==> config.mk <==
export PLATFORM = sky130hd
export DESIGN_NAME = instr_fetch
export DESIGN_NICKNAME = d
export VERILOG_FILES = /design/src/rtl/tron_pkg.sv /design/src/rtl/instr_fetch.sv
export SDC_FILE = /design/constraint.sdc
export NUM_CORES = 1
export LEC_CHECK = 0
export ABC_AREA = 1
export CELL_PAD_IN_SITES_DETAIL_PLACEMENT = 1
export CELL_PAD_IN_SITES_GLOBAL_PLACEMENT = 2
export CORE_MARGIN = 2
export CORE_UTILIZATION = 23
export CTS_CLUSTER_SIZE = 24
export DETAILED_ROUTE_END_ITERATION = 16
export HOLD_SLACK_MARGIN = 0.02
export PLACE_DENSITY = 0.78
export SLEW_MARGIN = 20
export SYNTH_ARGS = -nofsm -noshare
export SYNTH_HDL_FRONTEND = slang
export SYNTH_SLANG_ARGS = --single-unit
==> constraint.sdc <==
create_clock -name clk -period 1.4 [get_ports clk]
set_clock_uncertainty 0.05 [all_clocks]
set_input_delay 0.14 -clock clk [delete_from_list [all_inputs] [get_ports clk]]
set_output_delay 0.14 -clock clk [all_outputs]
set_load 0.01 [all_outputs]
==> src/rtl/tron_pkg.sv <==
// Shared Tron definitions: instruction width, the NOP word and the
// fetch state encoding used by fetch, decode and the controller.
package tron_pkg;

  localparam int INSTR_W = 16;

  localparam logic [INSTR_W-1:0] NOP_INSTR = 16'h0000;

  typedef enum logic {
    IDLE  = 1'b0,
    FETCH = 1'b1
  } fetch_state_e;

endpackage

==> src/rtl/instr_fetch.sv <==
// Tron instruction fetch: owns the PC, reads words via mem_rd/mem_ready
// and loads the IR; redirects retarget the PC and squash the old path.
// Ports: clk, reset (async high), fetch_req, redirect, redirect_pc,
//   mem_addr, mem_rd, mem_rdata, mem_ready, ir, ir_valid, pc, busy.
module instr_fetch
  import tron_pkg::*;
#(
  parameter int              ADDR_W   = 16,
  parameter logic [ADDR_W-1:0] RESET_PC = '0
) (
  input  logic               clk,
  input  logic               reset,
  input  logic               fetch_req,
  input  logic               redirect,
  input  logic [ADDR_W-1:0]  redirect_pc,
  output logic [ADDR_W-1:0]  mem_addr,
  output logic               mem_rd,
  input  logic [INSTR_W-1:0] mem_rdata,
  input  logic               mem_ready,
  output logic [INSTR_W-1:0] ir,
  output logic               ir_valid,
  output logic [ADDR_W-1:0]  pc,
  output logic               busy
);

  fetch_state_e       state_q, state_d;
  logic [ADDR_W-1:0]  pc_q, pc_d;
  logic [INSTR_W-1:0] ir_q, ir_d;
  logic               ir_valid_q, ir_valid_d;
  logic               mem_rd_q, mem_rd_d;
  logic               busy_q, busy_d;
  // set when the PC moved under an outstanding read; the next returned
  // word belongs to the old path and must be dropped
  logic               kill_q, kill_d;

  always_comb begin
    state_d    = state_q;
    pc_d       = pc_q;
    ir_d       = ir_q;
    ir_valid_d = 1'b0;
    mem_rd_d   = mem_rd_q;
    busy_d     = busy_q;
    kill_d     = kill_q;
    unique case (state_q)
      IDLE: begin
        if (redirect) begin
          pc_d = redirect_pc;
        end
        if (fetch_req) begin
          state_d  = FETCH;
          mem_rd_d = 1'b1;
          busy_d   = 1'b1;
        end
      end
      FETCH: begin
        if (mem_ready) begin
          if (kill_q || redirect) begin
            // stale word: stay in FETCH and refetch from the new PC
            if (redirect) begin
              pc_d = redirect_pc;
            end
            kill_d = 1'b0;
          end else begin
            ir_d       = mem_rdata;
            pc_d       = pc_q + ADDR_W'(1);
            ir_valid_d = 1'b1;
            mem_rd_d   = 1'b0;
            busy_d     = 1'b0;
            state_d    = IDLE;
          end
        end else if (redirect) begin
          pc_d   = redirect_pc;
          kill_d = 1'b1;
        end
      end
      default: begin
        state_d = IDLE;
      end
    endcase
  end

  always_ff @(posedge clk or posedge reset) begin
    if (reset) begin
      state_q    <= IDLE;
      pc_q       <= RESET_PC;
      ir_q       <= NOP_INSTR;
      ir_valid_q <= 1'b0;
      mem_rd_q   <= 1'b0;
      busy_q     <= 1'b0;
      kill_q     <= 1'b0;
    end else begin
      state_q    <= state_d;
      pc_q       <= pc_d;
      ir_q       <= ir_d;
      ir_valid_q <= ir_valid_d;
      mem_rd_q   <= mem_rd_d;
      busy_q     <= busy_d;
      kill_q     <= kill_d;
    end
  end

  assign mem_addr = pc_q;
  assign pc       = pc_q;
  assign ir       = ir_q;
  assign ir_valid = ir_valid_q;
  assign mem_rd   = mem_rd_q;
  assign busy     = busy_q;

endmodule

# --- Word level (Yosys, flattened, before mapping) ---
# Index checks and enable logic that the tools add are counted.
word_totals:
  reg_bits: 36
  input_bits: 37
  elab_cells: 36
classes:
  addsub: 1
  eq_ne: 4
  mux: 18
  bitwise: 2
  reduce_logical: 5
op_table:
  columns: ["operator", "count"]
  rows:
  - ["$mux 16", 3]
  - ["$pmux 16 s2", 1]
  - ["$add 16x1->16 const B", 1]
  - ["$mux 1", 12]
  - ["$reduce_and 3->1", 3]
  - ["$ne 2x2->1 const B", 3]
  - ["$pmux 1 s2", 2]
  - ["$ne 2x1->1 const B", 1]
  - ["$not 1->1", 2]
  - ["$reduce_bool 2->1", 1]
  - ["$logic_or 1x1->1", 1]

# --- Logic depth before layout (Yosys ltp) ---
depth:
  word_depth: 4
  ltp_mapped: 9
  depth_no_buf: 9

# --- Worst setup path after synthesis ---
# Ideal clock, no wire load.
synth_path:
  kind: "flip-flop to flip-flop"
  start: "reg pc_q[0] (netlist: mem_addr[0])"
  end: "reg pc_q[12] (netlist: mem_addr[12])"
  setup_time_ns: 0.119
  t_arrival_ns: 1.225
  t_required_ns: 1.231
  slack_ns: 0.005
  stages_incl_launch_ff: 9
  n_path_buf: 0
  synth_period_minus_slack_ns: 1.395
  cell_sequence: "dfrtp_1 -> ha_1 -> nand3_2 -> inv_1 -> nand2_2 -> nor2_2 -> nand3_1 -> nand3_1 -> nand2_1"
synth_via:
  elab_chain_len: 4
synth_lines:
  columns: ["element", "line", "rtl"]
  rows:
  - ["start: declaration", "instr_fetch.sv:27", "logic [ADDR_W-1:0] pc_q, pc_d;"]
  - ["start signal: assignment", "instr_fetch.sv:93", "pc_q <= pc_d;"]
  - ["$add 16x1->16", "instr_fetch.sv:65", "pc_d = pc_q + ADDR_W'(1);"]
  - ["$mux 16", "instr_fetch.sv:57", "if (kill_q || redirect) begin"]
  - ["$mux 16", "instr_fetch.sv:56", "if (mem_ready) begin"]
  - ["$pmux 16 s2", "instr_fetch.sv:44", "unique case (state_q)"]
  - ["named net pc_d[12]", "instr_fetch.sv:27", null]
# The timed path passes the listed nets, and every way through them passes these cells.
# A chain may end at the register's enable or synchronous reset.

# --- Worst setup path in the final report ---
layout_path:
  start: "reg pc_q[0] (netlist: mem_addr[0])"
  end: "out mem_addr[0]"
layout_lines:
  columns: ["element", "line", "rtl"]
  rows:
  - ["end: declaration", "instr_fetch.sv:16", "output logic [ADDR_W-1:0] mem_addr,"]
# No word-level cell between the ends.

==> run summary <==
Placed Area = 3060 um2
Final Slew Violations = 0
DR DRC count = 0
Final nets = 398
Pre-CTS setup slack = -0.113 ns
Worst Hold Slack = 0.142 ns
Fmax achieved = 720 MHz
Crit-path slowest cell = dfrtp_1
Worst EP arrival = 1.20 ns
Commonest cells post-synth = nand2_1, dfrtp_1, buf_4, inv_1, o21ai_0
Pin count of the biggest net entering global routing = 37
Core Footprint = 8720 um2
Final worst setup slack = 0.0102 ns
Ys flop type = dfrtp_1
Setup-failing EPs final = 0
Buffers added on ports = 87
CTS Sinks = 36
Gpl congestion = 0.736
Mapped Cells = 250
Mean Syn Cell Area = 8.25 um2
CP delay by family, top = buffers and inverters
Fill cells = 1031
Row count = 34
Layout cell share with drive strength beyond 1 = 27.7%
Root Driver = clkbuf_8
# hold bufs at CTS = 0
Max-capacitance violation count = 0
Max incr delay on CP = 0.40 ns
ANT nets after route = 0
Reg area = 910 um2
Worst hold path class = in -> async
Vias in the first global route = 2038
Wire per inst = 13.2 um
Total routed wirelength = 6200 um
Clock tree buffer depth = 2
Post-synth cell types = 29
Worst setup path class = reg -> out
Global Route Usage Sum = 12.8%
Placed cell count = 442
DP HPWL = 4670 um
Num ports = 88
CTS Buf Count = 5
Crit path launch type = flip-flop
Seq/Total Area, Yosys = 43.7%
Net Count, Synth = 288
Number of synthesized flops with an enable pin = 0
Max-slew headroom = 86.4%
Die area = 9740 um2
Global-route wire length before repair = 9910 um
Area growth syn-to-layout = 67.3%
Yosys top cell area share = 43.7%
Post-DR vias/cell = 4.21
Routed vias = 1976
Worst path bufs/invs = 3
Worst-margin pin slew = 0.203 ns
Status = completed
CTS tree = built
Setup TNS = 0 ns
DR pass1 iterations = 4
Yosys reg bits = 36
Unrepaired setup endpoints after global routing = true
YS warnings = 0
Crit share post-route = 99.3%
Worst-path fanout max = 3
Peak VDD IR = 0.421 mV
Worst setup EP type = output port
Synth area leaders = dfrtp_1, nand2_1, buf_4
Min cycle time layout = 1.39 ns
Critical Path RT = 1.21 ns
Most frequent cell after synthesis = nand2_1
Iter 0 DRT Violations = 35
Number of H-tree levels = 2
Crit-path cells = buf_4 > buf_4 > clkdlybuf4s15_1
Power Density = 1190 nW/um2
Leakage power = 1.83 nW
Antenna diode count = 0
Area of the multi-input gates = 993 um2
Async S/R FF share, synth = 100%
Final Cell Area = 3450 um2
Synth Cell Area = 2060 um2
Effective utilization at floorplan = 23.6%
Final hold vios = 0
Final std cells w/o fill = 469
Worst-path clk slew = 0.08 ns
DIE WIDTH = 98.7 um
CP most frequent cell = buf_4
Yosys top cell by area = dfrtp_1
GR Overflow Total = 0
Clk_lat worst skew = 0.29 ns
Initial antenna violation count = 0
Die H = 98.7 um
-- path summary, 6_finish.rpt --
kind	startpoint	to	slack [ns]	depth (start not counted)
setup / recovery	mem_addr[0]$_DFF_PP0_	mem_addr[0]	0.01	3
min in group clk	mem_rdata[13]	ir[13]$_DFFE_PP0P_	0.33	3
hold / removal	reset	ir[9]$_DFFE_PP0P_	0.14	3
hold reg to reg	ir[15]$_DFFE_PP0P_	ir[15]$_DFFE_PP0P_	0.42	2
setup reg to reg	mem_addr[0]$_DFF_PP0_	mem_addr[11]$_DFF_PP0_	0.03	9
max in group asynchronous	reset	mem_addr[9]$_DFF_PP0_	0.95	3
-- placed cells by master, fill, tap and decap left out, drive strengths merged --
cell,count
o211ai,8
o31ai,1
or2,4
clkdlybuf4s50,36
nand3b,2
mux2i,3
clkbuf,6
buf,42
xor2,5
clkinvlp,1
o21ai,19
dfrtp,36
ha,1
a21oi,1
nor2,18
nand3,13
clkinv,1
nor3,2
clkdlybuf4s15,2
a31oi,1
dlymetal6s2s,21
dlygate4sd2,28
nand2,91
inv,19
-- state kept, by name, summed over array words and instances, names as in the netlist --
register  flops
busy          1
ir           16
ir_valid      1
kill_q        1
mem_addr     16
state_q       1
-- power by group --
group / internal, W / leakage [nW] / switching (W)
logic: 0.000966 / 1.36 / 0.000891
registers: 0.00131 / 0.427 / 0.000189
clock network: 0.000354 / 0.0414 / 0.000408
total: 0.00263 / 1.83 / 0.00149
-- cell type report --
| class | instances | area share (%) |
|---|---|---|
| Clock buffer | 6 | 2.10 |
| Sequential cell | 36 | 26.4 |
| Tap cell | 108 | 3.92 |
| Timing Repair Buffer | 129 | 36.1 |
| Clock inverter | 2 | 0.472 |
| Inverter | 19 | 2.21 |
| Multi-Input combinational cell | 169 | 28.8 |
-- tightest hold or removal path, stage by stage --
cell             delay (ns)
clkdlybuf4s50_1        0.39
inv_1                  0.09
buf_12                 0.23
-- what timing repair did --
item | CTS | global route
pin swaps | 2 | 7
buffers inserted | 15 | 4
resized for setup | 41 | 55
endpoints found under the setup margin | 47 | 34
cloned | 0 | 0
endpoints found under the hold margin | 0 | 0
-- per-stage QoR --
stage	power, W	util [%]
floorplan	0.00237	-
global placement	0.00330	35.1
detailed placement	0.00332	35.1
CTS	0.00409	37.3
global route	0.00442	39.6
finish	0.00412	39.6
-- cell families after synthesis --
family | after synthesis | synth area share (%)
adders and majority gates | 1 | 0.607
buffers and inverters | 45 | 12.9
and+or+nand+nor | 130 | 28.6
xor gates and xnor gates | 5 | 2.12
muxes | 3 | 1.46
AOI/OAI and AO/OA | 30 | 10.6
DFF | 36 | 43.7
-- metal layers --
metal	up-vias	wire length [um]	global-route usage, %
met5	-	0	0
met3	4	428	3.97
li1	992	-	-
met1	918	2840	16.6
met4	0	44	2.85
met2	62	2880	21.1
Power figures use the tool's default switching activity.
